[src/rtl/Dcache.sv]
// Shared types for the L1 data-cache port arbiter: request record,
// arbiter states and the cache word/address widths.
package Dcache;

  localparam int DCACHE_ADDR_W = 30;
  localparam int DCACHE_DATA_W = 32;
  localparam int DCACHE_MASK_W = DCACHE_DATA_W / 8;

  typedef struct packed {
    logic [DCACHE_ADDR_W-1:0] addr;
    logic [DCACHE_DATA_W-1:0] data;
    logic [DCACHE_MASK_W-1:0] mask;
    logic                     we;
  } dcache_req_t;

  typedef enum logic {
    ST_ISSUE  = 1'b0,
    ST_REPLAY = 1'b1
  } arb_state_t;

endpackage

[src/rtl/l1dcache_core_if.sv]
// Single-port L1 data-cache core interface; the Client side issues one
// request per cycle and sees its data/hit exactly one cycle later.
interface l1dcache_core_if;

  logic                             en;
  logic                             enW;
  logic                             kill;
  logic [Dcache::DCACHE_ADDR_W-1:0] addr;
  logic [Dcache::DCACHE_DATA_W-1:0] reqData;
  logic [Dcache::DCACHE_MASK_W-1:0] mask;
  logic [Dcache::DCACHE_DATA_W-1:0] respData;
  logic                             hit;

  modport Client (output en, enW, kill, addr, reqData, mask, input respData, hit);
  modport Server (input en, enW, kill, addr, reqData, mask, output respData, hit);

endinterface

[src/rtl/dcache_rr_pick.sv]
// Combinational round-robin picker: first valid requester at or after ptr_i,
// wrapping around, as a one-hot grant plus its index.
module dcache_rr_pick #(
  parameter int N     = 2,
  parameter int IDX_W = $clog2(N)
) (
  input  logic [N-1:0]     valid_i,
  input  logic [IDX_W-1:0] ptr_i,
  output logic [N-1:0]     grant_o,
  output logic [IDX_W-1:0] idx_o,
  output logic             any_o
);

  function automatic int wrap_idx(input int base, input int offs);
    return (base + offs) % N;
  endfunction

  always_comb begin
    logic [IDX_W-1:0] cand;
    // NOTE: every output gets a default first so no path can infer a latch.
    grant_o = '0;
    idx_o   = '0;
    any_o   = 1'b0;
    cand    = '0;
    for (int k = 0; k < N; k++) begin
      cand = IDX_W'(wrap_idx(int'(ptr_i), k));
      if (!any_o && valid_i[cand]) begin
        any_o         = 1'b1;
        grant_o[cand] = 1'b1;
        idx_o         = cand;
      end
    end
  end

endmodule

[src/rtl/dcache_port_arbiter.sv]
// Round-robin arbiter sharing one L1 D-cache core port between NUM_REQ requesters.
// Optional miss replay is compiled in with `define DCACHE_ARB_MISS_RETRY_EN.
module dcache_port_arbiter
  import Dcache::*;
#(
  parameter int NUM_REQ   = 2,
  parameter int MAX_RETRY = 15
) (
  input  logic                                   clk,
  input  logic                                   rst,
  input  logic                                   flush,
  input  logic [NUM_REQ-1:0]                     reqValid,
  output logic [NUM_REQ-1:0]                     reqReady,
  input  logic [NUM_REQ-1:0][DCACHE_ADDR_W-1:0]  reqAddr,
  input  logic [NUM_REQ-1:0][DCACHE_DATA_W-1:0]  reqData,
  input  logic [NUM_REQ-1:0][DCACHE_MASK_W-1:0]  reqMask,
  input  logic [NUM_REQ-1:0]                     reqWe,
  output logic [NUM_REQ-1:0]                     respValid,
  output logic [DCACHE_DATA_W-1:0]               respData,
  output logic                                   respHit,
  l1dcache_core_if.Client                        cache
);

  localparam int IDX_W = $clog2(NUM_REQ);

  arb_state_t       state_q, state_d;
  logic [IDX_W-1:0] ptr_q, ptr_d;
  logic             rsp_v_q, rsp_v_d;
  logic [IDX_W-1:0] rsp_id_q, rsp_id_d;
  dcache_req_t      rep_q, rep_d;

  logic [NUM_REQ-1:0] pick_grant;
  logic [IDX_W-1:0]   pick_idx;
  logic               pick_any;
  logic               withhold, deliver, can_issue, gnt_fire, replay_fire;
  dcache_req_t        win_req;

  dcache_rr_pick #(.N(NUM_REQ)) u_pick (
    .valid_i (reqValid),
    .ptr_i   (ptr_q),
    .grant_o (pick_grant),
    .idx_o   (pick_idx),
    .any_o   (pick_any)
  );

`ifdef DCACHE_ARB_MISS_RETRY_EN
  localparam int CNT_W = $clog2(MAX_RETRY + 1);
  logic [CNT_W-1:0] retry_cnt_q, retry_cnt_d;

  // A miss is held back for replay until the limit, then handed over unresolved.
  assign withhold = rsp_v_q && !flush && !cache.hit && (retry_cnt_q != CNT_W'(MAX_RETRY));

  always_comb begin
    retry_cnt_d = retry_cnt_q;
    if (flush || deliver) retry_cnt_d = '0;
    else if (withhold)    retry_cnt_d = retry_cnt_q + CNT_W'(1);
  end

  always_ff @(posedge clk or posedge rst) begin
    if (rst) retry_cnt_q <= '0;
    else     retry_cnt_q <= retry_cnt_d;
  end
`else
  assign withhold = 1'b0;
`endif

  // The cache slot after a withheld miss belongs to the replay, so no new grant then.
  assign deliver     = rsp_v_q && !flush && !withhold;
  assign can_issue   = !rst && !flush && (state_q == ST_ISSUE) && !withhold;
  assign gnt_fire    = can_issue && pick_any;
  assign replay_fire = (state_q == ST_REPLAY) && !flush;
  assign reqReady    = can_issue ? pick_grant : '0;

  assign win_req = '{addr: reqAddr[pick_idx], data: reqData[pick_idx],
                     mask: reqMask[pick_idx], we: reqWe[pick_idx]};

  always_comb begin
    cache.en      = 1'b0;
    cache.enW     = 1'b0;
    cache.addr    = '0;
    cache.reqData = '0;
    cache.mask    = '0;
    cache.kill    = flush;
    if (gnt_fire) begin
      cache.en      = 1'b1;
      cache.enW     = win_req.we;
      cache.addr    = win_req.addr;
      cache.reqData = win_req.data;
      cache.mask    = win_req.mask;
    end else if (replay_fire) begin
      cache.en      = 1'b1;
      cache.enW     = rep_q.we;
      cache.addr    = rep_q.addr;
      cache.reqData = rep_q.data;
      cache.mask    = rep_q.mask;
    end
  end

  always_comb begin
    respValid = '0;
    respData  = '0;
    respHit   = 1'b0;
    if (deliver) begin
      respValid[rsp_id_q] = 1'b1;
      respData            = cache.respData;
      respHit             = cache.hit;
    end
  end

  always_comb begin
    state_d  = state_q;
    ptr_d    = ptr_q;
    rsp_v_d  = 1'b0;
    rsp_id_d = rsp_id_q;
    rep_d    = rep_q;
    if (flush) begin
      state_d = ST_ISSUE;
    end else if (state_q == ST_REPLAY) begin
      state_d = ST_ISSUE;
      rsp_v_d = 1'b1;
    end else begin
      if (withhold) state_d = ST_REPLAY;
      if (gnt_fire) begin
        ptr_d    = (pick_idx == IDX_W'(NUM_REQ - 1)) ? '0 : pick_idx + IDX_W'(1);
        rsp_v_d  = 1'b1;
        rsp_id_d = pick_idx;
        rep_d    = win_req;
      end
    end
  end

  // NOTE: state registers use non-blocking assignments so all update together at the edge.
  always_ff @(posedge clk or posedge rst) begin
    if (rst) begin
      state_q  <= ST_ISSUE;
      ptr_q    <= '0;
      rsp_v_q  <= 1'b0;
      rsp_id_q <= '0;
      rep_q    <= '0;
    end else begin
      state_q  <= state_d;
      ptr_q    <= ptr_d;
      rsp_v_q  <= rsp_v_d;
      rsp_id_q <= rsp_id_d;
      rep_q    <= rep_d;
    end
  end

endmodule

[src/flat_wrapper.sv]
// flat-port wrapper written by rule: the top's interface ports become plain ports
module dcache_port_arbiter_flat import Dcache::*;
#(
  parameter int NUM_REQ   = 2,
  parameter int MAX_RETRY = 15
)
  (clk, rst, flush, reqValid, reqReady, reqAddr, reqData, reqMask, reqWe, respValid, respData, respHit, cache_en, cache_enW, cache_kill, cache_addr, cache_reqData, cache_mask, cache_respData, cache_hit);
  l1dcache_core_if cache_i ();
  input  logic clk;
  input  logic rst;
  input  logic flush;
  input  logic [NUM_REQ-1:0] reqValid;
  output logic [NUM_REQ-1:0] reqReady;
  input  logic [NUM_REQ-1:0][DCACHE_ADDR_W-1:0] reqAddr;
  input  logic [NUM_REQ-1:0][DCACHE_DATA_W-1:0] reqData;
  input  logic [NUM_REQ-1:0][DCACHE_MASK_W-1:0] reqMask;
  input  logic [NUM_REQ-1:0] reqWe;
  output logic [NUM_REQ-1:0] respValid;
  output logic [DCACHE_DATA_W-1:0] respData;
  output logic respHit;
  output wire logic [$bits(cache_i.en)-1:0] cache_en;
  output wire logic [$bits(cache_i.enW)-1:0] cache_enW;
  output wire logic [$bits(cache_i.kill)-1:0] cache_kill;
  output wire logic [$bits(cache_i.addr)-1:0] cache_addr;
  output wire logic [$bits(cache_i.reqData)-1:0] cache_reqData;
  output wire logic [$bits(cache_i.mask)-1:0] cache_mask;
  input wire logic [$bits(cache_i.respData)-1:0] cache_respData;
  input wire logic [$bits(cache_i.hit)-1:0] cache_hit;
  assign cache_en = cache_i.en;
  assign cache_enW = cache_i.enW;
  assign cache_kill = cache_i.kill;
  assign cache_addr = cache_i.addr;
  assign cache_reqData = cache_i.reqData;
  assign cache_mask = cache_i.mask;
  assign cache_i.respData = cache_respData;
  assign cache_i.hit = cache_hit;
  dcache_port_arbiter #(.NUM_REQ(NUM_REQ), .MAX_RETRY(MAX_RETRY)) u_core (.clk(clk), .rst(rst), .flush(flush), .reqValid(reqValid), .reqReady(reqReady), .reqAddr(reqAddr), .reqData(reqData), .reqMask(reqMask), .reqWe(reqWe), .respValid(respValid), .respData(respData), .respHit(respHit), .cache(cache_i));
endmodule
[config.mk]
export PLATFORM = sky130hd
export DESIGN_NAME = dcache_port_arbiter_flat
export DESIGN_NICKNAME = d
export VERILOG_FILES = /design/src/rtl/Dcache.sv /design/src/rtl/l1dcache_core_if.sv /design/src/rtl/dcache_rr_pick.sv /design/src/rtl/dcache_port_arbiter.sv /design/src/flat_wrapper.sv
export SDC_FILE = /design/constraint.sdc
export NUM_CORES = 1
export LEC_CHECK = 0
export ABC_AREA = 0
export BUFFER_PORTS_ARGS = -buffer_cell sky130_fd_sc_hd__clkbuf_2
export CAP_MARGIN = 5
export CORE_AREA = 3 3 107 109
export CTS_CLUSTER_SIZE = 20
export DETAILED_ROUTE_END_ITERATION = 12
export DIE_AREA = 0 0 110 112
export GPL_TIMING_DRIVEN = 0
export PLACE_DENSITY = 0.59
export SLEW_MARGIN = 10
export SYNTH_ARGS = -nofsm -noshare
export SYNTH_HDL_FRONTEND = slang
export SYNTH_HIERARCHICAL = 1
export SYNTH_SLANG_ARGS = --single-unit
[constraint.sdc]
create_clock -name clk -period 1.73 [get_ports clk]
set_input_delay 0.346 -clock clk [delete_from_list [all_inputs] [get_ports clk]]
set_output_delay 0.346 -clock clk [all_outputs]
set_load 0.01 [all_outputs]
==> results.toml, run 1 <==
[cells_and_area]
fin_nets = 679
layout_commonest_cell = "clkbuf_2"
syn_to_final_growth_pct = 153
layoutNonFillerInstCount = 646
diodes = 0
final_cell_mix = "clkbuf_2 (274), mux2i_1 (57), nor2_1 (57), and2_1 (34), buf_12 (12)"
fin_util = 0.338
drive_above_1_share = 0.680

[setup_path]
critPathSlowestCell = "dfrtp_1"
cp-start-kind = "flip-flop"
reg2reg_slack_ps = 300
worst-path-max-fanout = 10
r2r.worst_path.cells = 7
path_delay_family = "buffers and inverters"
cp.arrival_ps = 1610
r2r_end = "u_core/rsp_id_q"
path_buf_inv = 5
crit_top_cell = "buf_12"
worstSetupPathType = "reg -> out"
r2r_start = "u_core/ptr_q"
critPathMaxStageDelay_ps = 350
worstPathCellList = "inv_2, a21boi_2, buf_6, buf_12, buf_12, mux2i_1, nor2_1, clkbuf_2"
worst_ep_required_time_ps = 1380
endpoint_kind = "output port"

[global_routing]
use_met1 = 0.122
grt_usage = 0.119
grtUsageMet3 = 0.0168
grt_max_degree = 11
grt_pass1_wl_mm = 11.5
top_usage_layer = "met2"
antenna_found_initial = 0
grt_pass1_vias = 2405
met2_usage = 0.245
grt_overflow_total = 0

[timing]
fin_ws_ps = -230
min_period_over_period = 1.13
slew_violations = 0
finalSetupViolations = 68
finClkSkew_ps = 0.658
rsz0062_at_grt = "true"
fmax_mhz = 510
maxSlewHeadroom = 0.866
layout_min_cycle_time_ps = 1960
finalHoldViolCount = 0
worst_pin_slew_ps = 197

[power_and_ir_drop]
p_per_area_mw_per_mm2 = 358
p_leak_nw = 2.16
p_total_mw = 1.29
peakVddDrop_v = 0.000191

[drt]
first_pass_iters = 4
dr_total_vias = 2565
antenna_left = 0
drc_errors = 0
wl_mm = 8.47
post_drt_wl_per_cell_um = 13.1
drtIter0Drc = 68
via_per_inst = 3.97

[clocking]
tritoncts = "yes"
h-tree-depth = 1
clkSinkCount = 3
cts_buffers = 3
cts_root_buffer = "clkbuf_8"
clockBufferDepth = 2
clk_pin_slew_ps = 30
clk-insertion-delay-late_ps = 210

[synthesis]
ys_ff_latch = 3
yosys-top-cells-area = "mux2i_1 (48%), nor2_1 (18%), and2_1 (15%), dfrtp_1 (5.2%), buf_2 (2.8%)"
postSynthAreaPerCell_um2 = 6.91
yosysTopAreaCell = "mux2i_1"
yosysWarnings = 6
yosysSeqAreaShare = 0.0525
synth_cell_type_count = 15
syn-cell-area_mm2 = 0.00143
syn-num-nets = 379
synth_top_area_frac = 0.476
syn_inst = 207

[die]
io_pins = 278
core_mm2 = 0.0107
dieWidth_um = 110
dieArea_mm2 = 0.0123
initial_core_util = 0.134
die_y_um = 112
rows = 38

[placed_design]
dp_hpwl_mm = 7.15
port_buffers = 277
place.gp.congestion = 0.744
dp_cells = 624

[run]
drv_cap = 0

[hold_path]
hold_path.class = "in -> async"

[outcome]
violations = "negative setup slack"
status = "finished, violations left"
[registers in the layout, summed over array words and instances (netlist names)]
signal	cells
u_core/ptr_q	1
u_core/rsp_id_q	1
u_core/rsp_v_q	1
[metal layers]
layer  routed length (um)  up-vias
met4                   33        0
met1                 2820     1116
met5                    0        -
met3                  886        2
met2                 4730      174
li1                     -     1273
[stage by stage]
stage	setup WS, ps	TNS (ps)	cell area, um^2	hold WS [ps]
CTS	-245	-13330	3470	21.5
finish	-230	-11940	3610	23.0
floorplan	17.5	0	1430	99.6
global placement	-585	-29420	2990	241
detailed placement	-605	-29180	2990	248
global route	-325	-18660	3610	35.9
[power breakdown]
group	internal [mW]	switching [mW]	total [mW]
clock	0.157	0.0428	0.200
combinational	0.591	0.411	1.00
sequential	0.0825	0.0103	0.0929
total	0.830	0.464	1.29
[Yosys cell counts, drive strengths merged]
library cell	n
and2	34
nor2b	2
or3b	1
inv	5
mux2i	68
buf	13
a21boi	3
or2	1
dfrtp	3
nor3b	2
mux2	1
clkbuf	7
nor2	67
[worst max path at each step]
stage	from	to	slack, ps	depth (start not counted)
after floorplan	u_core/ptr_q	cache_mask[0]	20	7
after global placement	reqValid[1]	cache_reqData[26]	-580	8
after detailed placement	reqValid[1]	cache_reqData[29]	-610	8
after CTS	u_core/ptr_q	cache_reqData[1]	-240	8
after global routing	u_core/ptr_q	cache_addr[0]	-330	8
final	u_core/ptr_q	cache_reqData[4]	-230	8
[area by class of cell]
class                           count  area (um^2)
Timing Repair Buffer              295         1710
Multi-Input combinational cell    179         1330
Tap cell                          140          175
Clock buffer                        4         45.0
Fill cell                        1181         7090
Buffer                             20          258
Inverter                            5         18.8
Sequential cell                     3         75.1
[logic make-up after synthesis]
kind of cell,Yosys count,synth area share
AO/OA/AOI/OAI,3,0.0157
multiplexers,69,0.484
flip-flops,3,0.0525
AND/OR/NAND/NOR,107,0.354
buffers and inverters,25,0.0936
[repair_timing]
action,CTS,global route
cloned,4,2
buffers inserted,11,2
endpoints found under the setup margin,101,84
hold buffers,0,0
gates resized for setup,65,27
pin swaps,5,6
(Power assumes the default switching activity.)
==> run 2: changes to the inputs <==
--- a/config.mk
+++ b/config.mk
@@ -8,12 +8,14 @@
 export ABC_AREA = 0
 export BUFFER_PORTS_ARGS = -buffer_cell sky130_fd_sc_hd__clkbuf_2
 export CAP_MARGIN = 5
-export CORE_AREA = 3 3 107 109
+export CORE_AREA = 3 3 108 110
+export CTS_BUF_LIST = sky130_fd_sc_hd__clkbuf_8
 export CTS_CLUSTER_SIZE = 20
 export DETAILED_ROUTE_END_ITERATION = 12
-export DIE_AREA = 0 0 110 112
+export DIE_AREA = 0 0 111 113
 export GPL_TIMING_DRIVEN = 0
-export PLACE_DENSITY = 0.59
+export PLACE_DENSITY = 0.58
+export SKIP_CTS_REPAIR_TIMING = 1
 export SLEW_MARGIN = 10
 export SYNTH_ARGS = -nofsm -noshare
 export SYNTH_HDL_FRONTEND = slang
==> run 2 against run 1 <==
Net effect: clock skew shrank 0.51 ps; the flow still finishes with violations (negative setup slack); critical path type unchanged; global-route usage about the same; via count is 0.58% lower; largest power group unchanged; first-iteration DRC count up 19%.
==> results.toml, run 2 (same netlist as run 1, synthesis figures left out) <==
[timing]
fin_ws_ps = -245
fmax_mhz = 506
rsz0062_at_grt = "true"
finClkSkew_ps = 0.144
finalHoldViolCount = 0
worst_hold_slack_ps = 10.0
layout_min_cycle_time_ps = 1970
finalSetupViolations = 68
min_period_over_period = 1.14
maxSlewHeadroom = 0.848
worst_pin_slew_ps = 228
slew_violations = 0

[power_and_ir_drop]
p_leak_nw = 2.15
p_per_area_mw_per_mm2 = 349
p_total_mw = 1.22
peakVddDrop_v = 0.000170

[setup_path]
worstPathCellList = "inv_2, a21boi_2, buf_6, buf_12, buf_12, buf_8, mux2i_1, nor2_1, clkbuf_2"
critPathMaxStageDelay_ps = 370
endpoint_kind = "output port"
r2r_start = "u_core/ptr_q"
worst-path-max-fanout = 6
critPathSlowestCell = "dfrtp_1"
cp.depth = 9
cp.arrival_ps = 1630
r2r_end = "u_core/rsp_id_q"
path_delay_family = "buffers and inverters"
reg2reg_slack_ps = 200
path_buf_inv = 6
worstSetupPathType = "reg -> out"
cp-start-kind = "flip-flop"
worst_ep_required_time_ps = 1380
r2r.worst_path.cells = 8
crit_top_cell = "buf_12"

[cells_and_area]
syn_to_final_growth_pct = 145
reg.largest.list = "u_core/ptr_q (1), u_core/rsp_id_q (1), u_core/rsp_v_q (1)"
layout_commonest_cell = "clkbuf_2"
final-seq-area_um2 = 75.1
diodes = 0
multiInputGateArea_mm2 = 0.00128
fillers = 1201
fin_nets = 681
drive_above_1_share = 0.656
final_cell_mix = "clkbuf_2 (274), nor2_1 (65), mux2i_1 (62), and2_1 (34), buf_4 (15)"

[clocking]
clk-insertion-delay-late_ps = 220
clockBufferDepth = 2
tritoncts = "yes"
clk_pin_slew_ps = 30
h-tree-depth = 1
cts_root_buffer = "clkbuf_8"
clkSinkCount = 3
cts_buffers = 3

[global_routing]
grt_usage = 0.118
grt_max_degree = 11
grt_overflow_total = 0
grt_pass1_wl_mm = 12.1
antenna_found_initial = 0
grt_pass1_vias = 2300

[hold_path]
hold_path.class = "in -> async"

[die]
dieArea_mm2 = 0.0125
die_y_um = 113
core_mm2 = 0.0108
io_pins = 278
rows = 38
dieWidth_um = 111
initial_core_util = 0.133

[drt]
met3_length_um = 734
drt-met1-wl_mm = 3.63
first_pass_iters = 4
top_layer = "met4"
drtIter0Drc = 81
via_per_inst = 3.94
dr_total_vias = 2550
dr_wl_met2_mm = 4.25
antenna_left = 0
drc_errors = 0
post_drt_wl_per_cell_um = 13.4
wl_mm = 8.67

[run]
drv_cap = 0

[placed_design]
port_buffers = 277
place.gp.congestion = 0.811
dp_hpwl_mm = 7.45

[outcome]
violations = "negative setup slack"
status = "finished, violations left"
run 2: changes by cell type in the layout (fill, tap and decap cells not counted), sizes merged:
| cell | delta |
|---|---|
| clkbuf | -2 |
| buf | +3 |
| clkinv | +1 |
run 2: report_power, final:
group | total, mW | internal, mW | switching, mW
clock network | 0.200 | 0.151 | 0.0489
logic | 0.932 | 0.544 | 0.388
registers | 0.0916 | 0.0825 | 0.00913
run 2: worst max-delay path by stage:
stage                  from                end  slack (ps)
2_1_floorplan  u_core/ptr_q      cache_mask[0]          20
3_3_place_gp    reqValid[1]      cache_mask[2]        -490
3_5_place_dp    reqValid[1]      cache_mask[2]        -490
4_1_cts        u_core/ptr_q      cache_mask[2]        -670
5_1_grt        u_core/ptr_q  cache_reqData[30]        -370
6_report       u_core/ptr_q  cache_reqData[27]        -240
run 2: layer usage:
metal	up-vias	track usage
met5	-	0
met4	0	0.0222
met3	4	0.0251
met2	136	0.204
met1	1130	0.154
li1	1280	-
run 2: stage by stage:
stage | instance area (um^2) | utilization | std cells | setup slack [ps] | setup TNS (ps)
final | 3500 | 0.325 | 648 | -245 | -12570
after global placement | 2990 | 0.277 | 624 | -492 | -20600
after detailed placement | 2990 | 0.277 | 624 | -493 | -20380
after floorplan | 1430 | - | 207 | 17.5 | 0
after CTS | 3040 | 0.281 | 628 | -668 | -31560
after global routing | 3500 | 0.325 | 648 | -368 | -20530
run 2: layout make-up:
type                            count  share of cell area
Buffer                             20              0.0718
Clock buffer                        3              0.0118
Clock inverter                      1             0.00107
Inverter                            5             0.00678
Multi-Input combinational cell    179               0.366
Sequential cell                     3              0.0214
Tap cell                          140              0.0500
Timing Repair Buffer              297               0.471
run 2: worst reg2reg max path, cell delays in order (launching register included):
cell and delay [ps]:
dfrtp_1 390, inv_2 70, a21boi_2 50, buf_6 130, buf_12 130, buf_12 130, buf_8 120, buf_4 130
mux2_2 250
